File: config.mk
export PLATFORM = sky130hd
export DESIGN_NAME = mod_reduce
export DESIGN_NICKNAME = d
export VERILOG_FILES = /design/src/rtl/mod_reduce.sv
export SDC_FILE = /design/constraint.sdc
export NUM_CORES = 2
export LEC_CHECK = 0
export CAP_MARGIN = 20
export CORE_ASPECT_RATIO = 0.5
export CORE_MARGIN = 1
export CORE_UTILIZATION = 35
export DETAILED_ROUTE_END_ITERATION = 10
export GPL_TIMING_DRIVEN = 0
export SYNTH_ARGS = -nofsm -noshare
export SYNTH_HDL_FRONTEND = slang
export SYNTH_SLANG_ARGS = --single-unit
export TNS_END_PERCENT = 100
File: constraint.sdc
create_clock -name clk -period 3.45 [get_ports clk]
set_input_delay 0.345 -clock clk [delete_from_list [all_inputs] [get_ports clk]]
set_output_delay 0.345 -clock clk [all_outputs]
set_load 0.005 [all_outputs]
File: src/rtl/mod_reduce.sv
// mod_reduce: sequential C mod M reducer using a restoring shift-subtract loop.
// Optional build macro MOD_REDUCE_RADIX4_EN retires two quotient bits per cycle.
`default_nettype none

module mod_reduce #(
  parameter int N = 256
) (
  input  logic           clk,
  input  logic           rst,
  input  logic           in_valid,
  output logic           in_ready,
  input  logic [2*N-1:0] prod,
  input  logic [N-1:0]   mod,
  output logic           out_valid,
  input  logic           out_ready,
  output logic [N-1:0]   res,
  output logic           err
);

  localparam int C_CNT_W = $clog2(2 * N);
`ifdef MOD_REDUCE_RADIX4_EN
  localparam logic [C_CNT_W-1:0] C_LAST = C_CNT_W'(N - 1);
`else
  localparam logic [C_CNT_W-1:0] C_LAST = C_CNT_W'(2 * N - 1);
`endif

  typedef enum logic [1:0] {
    S_IDLE = 2'd0,
    S_RUN  = 2'd1,
    S_DONE = 2'd2
  } state_t;

  state_t               r_state;
  state_t               w_state_next;
  logic [2*N-1:0]       r_s;
  logic [N-1:0]         r_mod;
  logic [N-1:0]         r_rem;
  logic [C_CNT_W-1:0]   r_cnt;
  logic [N-1:0]         r_res;
  logic                 r_err;
  logic [N-1:0]         w_rem_step1;
  logic [N-1:0]         w_rem_next;
  logic [2*N-1:0]       w_s_next;
  logic                 w_accept;

  // The remainder is kept below the modulus, so it needs only N bits; the
  // shifted-in trial value T is N+1 bits wide and never underflows.
  function automatic logic [N-1:0] rem_step(input logic [N-1:0] r,
                                            input logic         b,
                                            input logic [N-1:0] m);
    logic [N:0] t;
    t = {r, b};
    if (t >= {1'b0, m}) rem_step = N'(t - {1'b0, m});
    else                rem_step = N'(t);
  endfunction

  assign w_rem_step1 = rem_step(r_rem, r_s[2*N-1], r_mod);

`ifdef MOD_REDUCE_RADIX4_EN
  assign w_rem_next = rem_step(w_rem_step1, r_s[2*N-2], r_mod);
  assign w_s_next   = {r_s[2*N-3:0], 2'b00};
`else
  assign w_rem_next = w_rem_step1;
  assign w_s_next   = {r_s[2*N-2:0], 1'b0};
`endif

  assign in_ready  = (r_state == S_IDLE) && !rst;
  assign out_valid = (r_state == S_DONE) && !rst;
  assign res       = rst ? '0 : r_res;
  assign err       = r_err && !rst;
  assign w_accept  = in_valid && in_ready;

  always_comb begin
    w_state_next = r_state;
    case (r_state)
      S_IDLE: begin
        if (w_accept) w_state_next = (mod == '0) ? S_DONE : S_RUN;
      end
      S_RUN: begin
        if (r_cnt == C_LAST) w_state_next = S_DONE;
      end
      S_DONE: begin
        if (out_ready) w_state_next = S_IDLE;
      end
      default: w_state_next = S_IDLE;
    endcase
  end

  always_ff @(posedge clk) begin
    if (rst) begin
      r_state <= S_IDLE;
      r_s     <= '0;
      r_mod   <= '0;
      r_rem   <= '0;
      r_cnt   <= '0;
      r_res   <= '0;
      r_err   <= 1'b0;
    end else begin
      r_state <= w_state_next;
      case (r_state)
        S_IDLE: begin
          if (w_accept) begin
            r_s   <= prod;
            r_mod <= mod;
            r_rem <= '0;
            r_cnt <= '0;
            r_res <= '0;
            r_err <= (mod == '0);
          end
        end
        S_RUN: begin
          r_s   <= w_s_next;
          r_rem <= w_rem_next;
          r_cnt <= r_cnt + 1'b1;
          if (r_cnt == C_LAST) begin
            r_res <= w_rem_next;
            r_err <= 1'b0;
          end
        end
        default: begin
        end
      endcase
    end
  end

endmodule

`default_nettype wire
---- Word-level counts from Yosys, hierarchy flattened ----
Index checks and enable logic that the tools add are counted.
storage, ports and cells
  bits in registers ....................... 1292
  input port bits ......................... 772
  output and inout port bits .............. 259
  logic and storage cells ................. 46
operators by class
  add/subtract/negate cells ............... 2
  order comparisons ....................... 1
  equality and inequality tests ........... 6
  muxes and demuxes ....................... 18
  reduce and logical (&&, ||, !) cells .... 12
operator list
  operator                                        number
  2-to-1 mux 256 bit                              4
  one-hot mux 256 bit (2 select lines)            2
  one-hot mux 512 bit (2 select lines)            1
  2-to-1 mux 512 bit                              1
  >= comparator 257 x 256 -> 1 bit                1
  logical NOT 256 bit                             1
  subtractor 256 bit                              1
  one-hot mux 9 bit (2 select lines)              1
  adder 9 x 1 -> 9 bit (second input constant)    1
  == test 9 bit (second input constant)           1
  2-to-1 mux 9 bit                                1
  2-to-1 mux 2 bit                                4
  != test 2 bit (second input constant)           3
  one-hot mux 2 bit (3 select lines)              1
  AND reduction 3 bit                             2
  logical AND 1 bit                               4
  AND reduction 2 bit                             2
  == test 2 x 1 -> 1 bit (second input constant)  1
  == test 2 bit (second input constant)           1
  logical NOT 2 bit                               1
  2-to-1 mux 1 bit                                2
  one-hot mux 1 bit (2 select lines)              1
  nonzero test 2 bit                              1
  logical NOT 1 bit                               1

---- Longest topological paths before layout ----
  word-level depth ........................ 5
  gate-level depth with buffers ........... 22

---- Worst setup path before layout ----
No wires, ideal clock.
  kind .................................... reg-to-reg
  start ................................... register r_s[511]
  end ..................................... register r_res[250]
  setup time .............................. 0.128 ns
  arrival ................................. 3.699 ns
  required time ........................... 3.322 ns
  slack ................................... -0.376 ns
  cell stages (with the launch flop) ...... 19
  path buffers ............................ 0
  clock period less this slack ............ 3.826 ns
  cells stage by stage .................... dfxtp_1 -> inv_1 -> ha_1 -> fa_1 -> nor2b_1 -> o31a_1 -> o22ai_1 -> a21o_1 -> a21oi_1 -> o21ai_2 -> o31a_1 -> o21a_1 -> o41ai_2 -> a31o_2 -> a21oi_2 -> o21ai_0 -> xor2_1 -> a222oi_1 -> nor2_1
between the ends
  longest elaborated chain between the ends .. 4
  elaborated cells on any way between the ends .. 5
  classes of those cells .................. add/sub: 1; order compare: 1; mux: 3
RTL lines
  item                                                                    line  source
  start, declared                                                         35    logic [2*N-1:0] r_s;
  start signal, assigned                                                  103   r_s <= prod;
  start signal, assigned                                                  112   r_s <= w_s_next;
  subtractor 256 bit or >= comparator 257 x 256 -> 1 bit (tied branches)  53    if (t >= {1'b0, m}) rem_step = N'(t - {1'b0, m});
  2-to-1 mux 256 bit (*)                                                  53
  2-to-1 mux 256 bit (*)                                                  115   if (r_cnt == C_LAST) begin
  one-hot mux 256 bit (2 select lines) (*)                                100   case (r_state)
  end signal, assigned                                                    116   r_res <= w_rem_next;
  end, declared                                                           39    logic [N-1:0] r_res;
Mark *: on every way between the ends. The rest lies on a longest branch, timed or not. The select of a mux whose other input is x is not followed.
A chain may end at the register's enable or synchronous reset.

---- Final worst setup path ----
  start ................................... register r_rem[12]
  end ..................................... register r_rem[81]
between the ends
  longest elaborated chain between the ends .. 3
  elaborated cells on any way between the ends .. 4
  classes of those cells .................. add/sub: 1; order compare: 1; mux: 2
RTL lines
  item                                                                    line  source
  start, declared                                                         37    logic [N-1:0] r_rem;
  start signal, assigned                                                  113   r_rem <= w_rem_next;
  subtractor 256 bit or >= comparator 257 x 256 -> 1 bit (tied branches)  53
  2-to-1 mux 256 bit (*)                                                  53
  one-hot mux 256 bit (2 select lines) (*)                                100
Mark *: on every way between the ends. The rest lies on a longest branch, timed or not.

==> out/results.env <==
GLOBAL_ROUTE_WIRE_LENGTH_BEFORE_REPAIR_UM=522000
MAX-VDD-IR-DROP_mV=0.432
DRT_PRE_ANTENNA_ITERS=8
POWER_DENSITY_nW_PER_UM2=435
FINAL_UTIL_PCT=48.5
MAX_FREQ_GHz=0.213
ANTENNA_VIOLATING_NETS_POST_ROUTE=0
DOMINANTREGCELLSYNTH='dfxtp_1'
WORST_SLEW_MARGIN_RELATIVE_TO_ITS_LIMIT_PCT=8.80
SYNTH.FF_LATCH_COUNT=1292
CTS_TREE='yes'
PATH_DEPTH=21
SYNTH_SEQUENTIAL_AREA_RATIO_PCT=35.9
START_UTIL_PCT=35.3
FINAL_CELL_AREA_UM2=98900
SYN-CELL-AREA_UM2=72000
WORST_SETUP_PATH_STARTPOINT='r_rem[12]'
TOTALNEGATIVESETUPSLACK_NS=-612.54
CP_CELL_SEQUENCE='ha_4 -> buf_6 -> nand4_1 -> buf_4 -> nor2_4 -> o2111ai_4 -> a2111oi_4 -> nor3_4 -> buf_6 -> a21oi_4 -> a31o_4 -> a31oi_4 -> o31ai_4 -> a31oi_4 -> buf_12 -> buf_16 -> buf_16 -> buf_16 -> clkbuf_16 -> o211ai_1 -> a21oi_1'
CP_TOP_FAMILY='compound AO/OA/AOI/OAI gates'
WORST_R2R_ENDPOINT='r_rem[81]'
CRIT_PATH_END='r_rem[81]'
CRIT_TOP_CELL='buf_16'
FINALWIRELENGTH_UM=372000
YS.WARNINGS.COUNT=0
CTS_ROOT_BUF='clkbuf_16'
POST-ROUTE-MIN-PERIOD_NS=4.70
CPPEAKSTAGEDELAY_NS=0.46
GRT_REMAINING_OVERFLOW=0
CHIPWIDTH_UM=643
DIE-HEIGHT_UM=323
SYN_AREA_PER_CELL_UM2=7.41
WORST_REG_TO_REG_PATH_CELL_COUNT=21
PLACED_CELLS_INCL_TAPS=13500
ELEMENT_TYPE_AT_THE_CRITICAL_PATH_START='flip-flop'
IO_BUFFERS=1029
PLACE_AREA_UM2=87600
IOS=1031
R2R-START='r_rem[12]'
NUM-NETS-FINAL=12100
WORST_SKEW_PAIR.LATE_LATENCY_NS=0.82
ROW_COUNT=117
GRT_SETUP_UNREPAIRED='yes'
MAPPEDNETLISTNETS=10700
TIMING.CRITICAL_PATH.SLOWEST_STAGE_CELL='a2111oi_4'
VIOLATED_CHECKS='negative setup slack'
MAXIMUM_CAPACITANCE_VIOLATIONS=0
SYN2LAYOUT_AREA_GROWTH_PCT=37.3
CLOCK_TREE.BUFFER_DEPTH=3
FINAL_LAYOUT_SIZE_SUFFIX_GT1_SHARE_PCT=12.9
WORST_SETUP_HOLD_PATH_CLK_SLEW_NS=0.08
PLACE_HPWL_UM=296000
GRT_START_MAX_NET_PINS=19
PLACE.GP.CONGESTION=1.08
FP.DIEAREA_UM2=208000
FINAL_SETUP_VIOLATION_COUNT=941
CLOCK-SKEW-FINAL_NS=0.0609
FIRST_ITERATION_DETAILED_ROUTING_DRC_COUNT=8305
TRITONCTS.NUM_BUFFERS=119
CRIT_FANOUT=9
FINALWORSTSETUPSLACK_NS=-1.25
FIRST_GLOBAL_VIAS=76200
CLKSINKCOUNT=1292
DETAIL_ROUTE.DRC_VIOLATIONS=0
NETLIST-CELL-TYPE-COUNT=96
WORST_REG_TO_REG_SETUP_SLACK_NS=-1.25
SLEW_VIOL_FINAL=0
VIA_COUNT=80300
CTS_H_TREE_DEPTH=3
TOTAL_LEAKAGE_POWER_uW=0.0374
WORST_PIN_SLEW_NS=1.37
HOLD_REMOVAL_PATH_CLASS='in -> reg'
CRITICAL_PATH.N_BUFFERS_INVERTERS=8
SYNTH_ASYNC_SR_FLOP_SHARE_PCT=0
NETLIST_INSTANCES=9714
CRITPATHKIND='reg -> reg'
FINAL_MIN_PERIOD_OVER_CLOCK_PERIOD_PCT=136
STDCELL_COUNT=14000
WORSTSETUPENDPOINTTYPE='flip-flop'
HOLD_VIOL=0
TIMING.CRITICAL_PATH.ARRIVAL_NS=5.33
SYNTH-EDFF-COUNT=0
GRT_ANTENNA_BEFORE_REPAIR=88
RUN_STATUS='finished with violations'
AVGROUTEDWIREPERCELL_UM=26.6
GRT.TOTAL_USAGE_PCT=34.0
REQUIRED_NS=4.09
CORE_REGION_AREA_UM2=204000
HOLD_SLACK_NS=0.113
POST_DRT_VIA_CELL_RATIO=5.74
[where the power goes]
| part | internal [µW] | switching [µW] | leakage, µW |
|---|---|---|---|
| clock network | 7750 | 6650 | 0.00202 |
| registers | 15900 | 469 | 0.0106 |
| logic | 4390 | 7900 | 0.0248 |
| total | 28000 | 15000 | 0.0374 |
[area by class of cell]
cell class / count / area, µm²
Clock buffer: 174 / 3470
Fill cell: 20300 / 105000
Inverter: 346 / 1300
Antenna cell: 61 / 153
Timing Repair Buffer: 1341 / 13800
Buffer: 652 / 3260
Clock inverter: 52 / 687
Tap cell: 2737 / 3420
Multi-Input combinational cell: 7336 / 46800
Sequential cell: 1292 / 25900
[metrics by stage]
stage | total power (µW) | setup slack (ns)
2_1_floorplan | 22700 | -0.258
3_3_place_gp | 26800 | -3.08
3_5_place_dp | 27000 | -2.53
4_1_cts | 42400 | -1.07
5_1_grt | 44600 | -1.26
6_report | 43000 | -1.25
[Yosys cell counts (18+ instances only)]
| library cell | count | area, µm² |
|---|---|---|
| buf_2 | 56 | 280 |
| dfxtp_1 | 1292 | 25900 |
| nand4_1 | 192 | 1200 |
| xnor2_1 | 144 | 1260 |
| a32oi_1 | 19 | 166 |
| a21oi_1 | 693 | 3470 |
| mux2i_1 | 25 | 250 |
| nor2_1 | 975 | 3660 |
| buf_1 | 39 | 146 |
| a22oi_1 | 36 | 270 |
| and3_1 | 18 | 113 |
| nand3_1 | 66 | 330 |
| xor2_1 | 105 | 920 |
| nand2b_1 | 33 | 206 |
| nor4_1 | 108 | 676 |
| buf_4 | 21 | 158 |
| nor3_1 | 84 | 420 |
| a21boi_0 | 31 | 233 |
| o31ai_1 | 316 | 2370 |
| nand2_1 | 2157 | 8100 |
| or2_2 | 23 | 144 |
| o21a_1 | 47 | 353 |
| a31oi_1 | 38 | 238 |
| o211ai_1 | 18 | 135 |
| inv_1 | 346 | 1300 |
| o2bb2ai_1 | 134 | 1170 |
| clkbuf_1 | 614 | 2300 |
| o21bai_1 | 91 | 683 |
| o21ai_0 | 389 | 1950 |
| nor2b_1 | 271 | 1700 |
| a21o_1 | 117 | 878 |
| a311oi_1 | 513 | 4490 |
| o21ai_1 | 182 | 911 |
| ha_1 | 258 | 3230 |
[state kept, by name, summed over array words and instances, names as in the netlist]
| register | cells |
|---|---|
| r_s | 512 |
| r_mod | 256 |
| r_rem | 256 |
| r_res | 256 |
| r_cnt | 9 |
| r_state | 2 |
| r_err | 1 |
[repair_timing]
action                     4_1_cts  5_1_grt
pin swaps                      211      107
hold endpoints to repair         0        0
cloned                          13        4
buffers inserted               194       71
hold buffers                     0        0
resized for setup              734      289
setup endpoints to repair      930     1104
[per-layer routing]
| metal | vias up | share of wire (%) | track usage (%) |
|---|---|---|---|
| li1 | 37100 | - | - |
| met4 | 42 | 6.6 | 19.6 |
| met3 | 834 | 8.9 | 7.57 |
| met2 | 3523 | 44 | 54.2 |
| met5 | - | 0.074 | 0 |
| met1 | 38800 | 40 | 42.4 |
[placed cells by master, fill, tap and decap left out, drive strengths merged, types with 35 or more instances in the layout]
cell type,count
o21bai,91
o21ai,576
nand2,2157
inv,353
xor2,105
nand4,193
clkbuf,733
o31ai,329
a311oi,514
xnor2,144
nor2,986
nand3,66
a21o,117
a21oi,708
o21a,47
a31oi,40
o2bb2ai,134
ha,258
dfxtp,1292
nor2b,271
a21boi,35
nor3,86
a22oi,36
clkdlybuf4s50,1029
buf,403
nor4,111
diode,61
[cell families (layout without fill, tap and decap cells)]
kind of cell    Yosys count  after routing  share of synthesized area, %
flops                  1292           1292                          35.9
other cells               0             61                             0
compound gates         2810           2810                          26.6
xor+xnor                249            249                          3.03
fa+ha+maj               259            259                          4.51
mux                      29             29                         0.410
buf+inv                1086           2565                          5.95
simple gates           3989           3989                          23.6
[worst min path at each step]
stage,cells past startpoint,startpoint,slack [ns],endpoint
floorplan,2,r_res[241],0.41,r_res[241]
global placement,2,r_res[241],0.43,r_res[241]
detailed placement,2,r_res[241],0.43,r_res[241]
CTS,3,prod[299],0.06,r_s[299]
global route,3,prod[247],0.1,r_s[247]
finish,3,prod[299],0.11,r_s[299]
[worst register-to-register path, delay by kind of cell, from the launching register on]
kind / cells / cell delay, ns
AOI/OAI and AO/OA: 9 / 2.27
and+or+nand+nor: 3 / 0.32
adders and majority gates: 1 / 0.28
DFF: 1 / 0.36
buffers and inverters: 8 / 1.32
No activity file was read; power rests on OpenSTA's default activity.
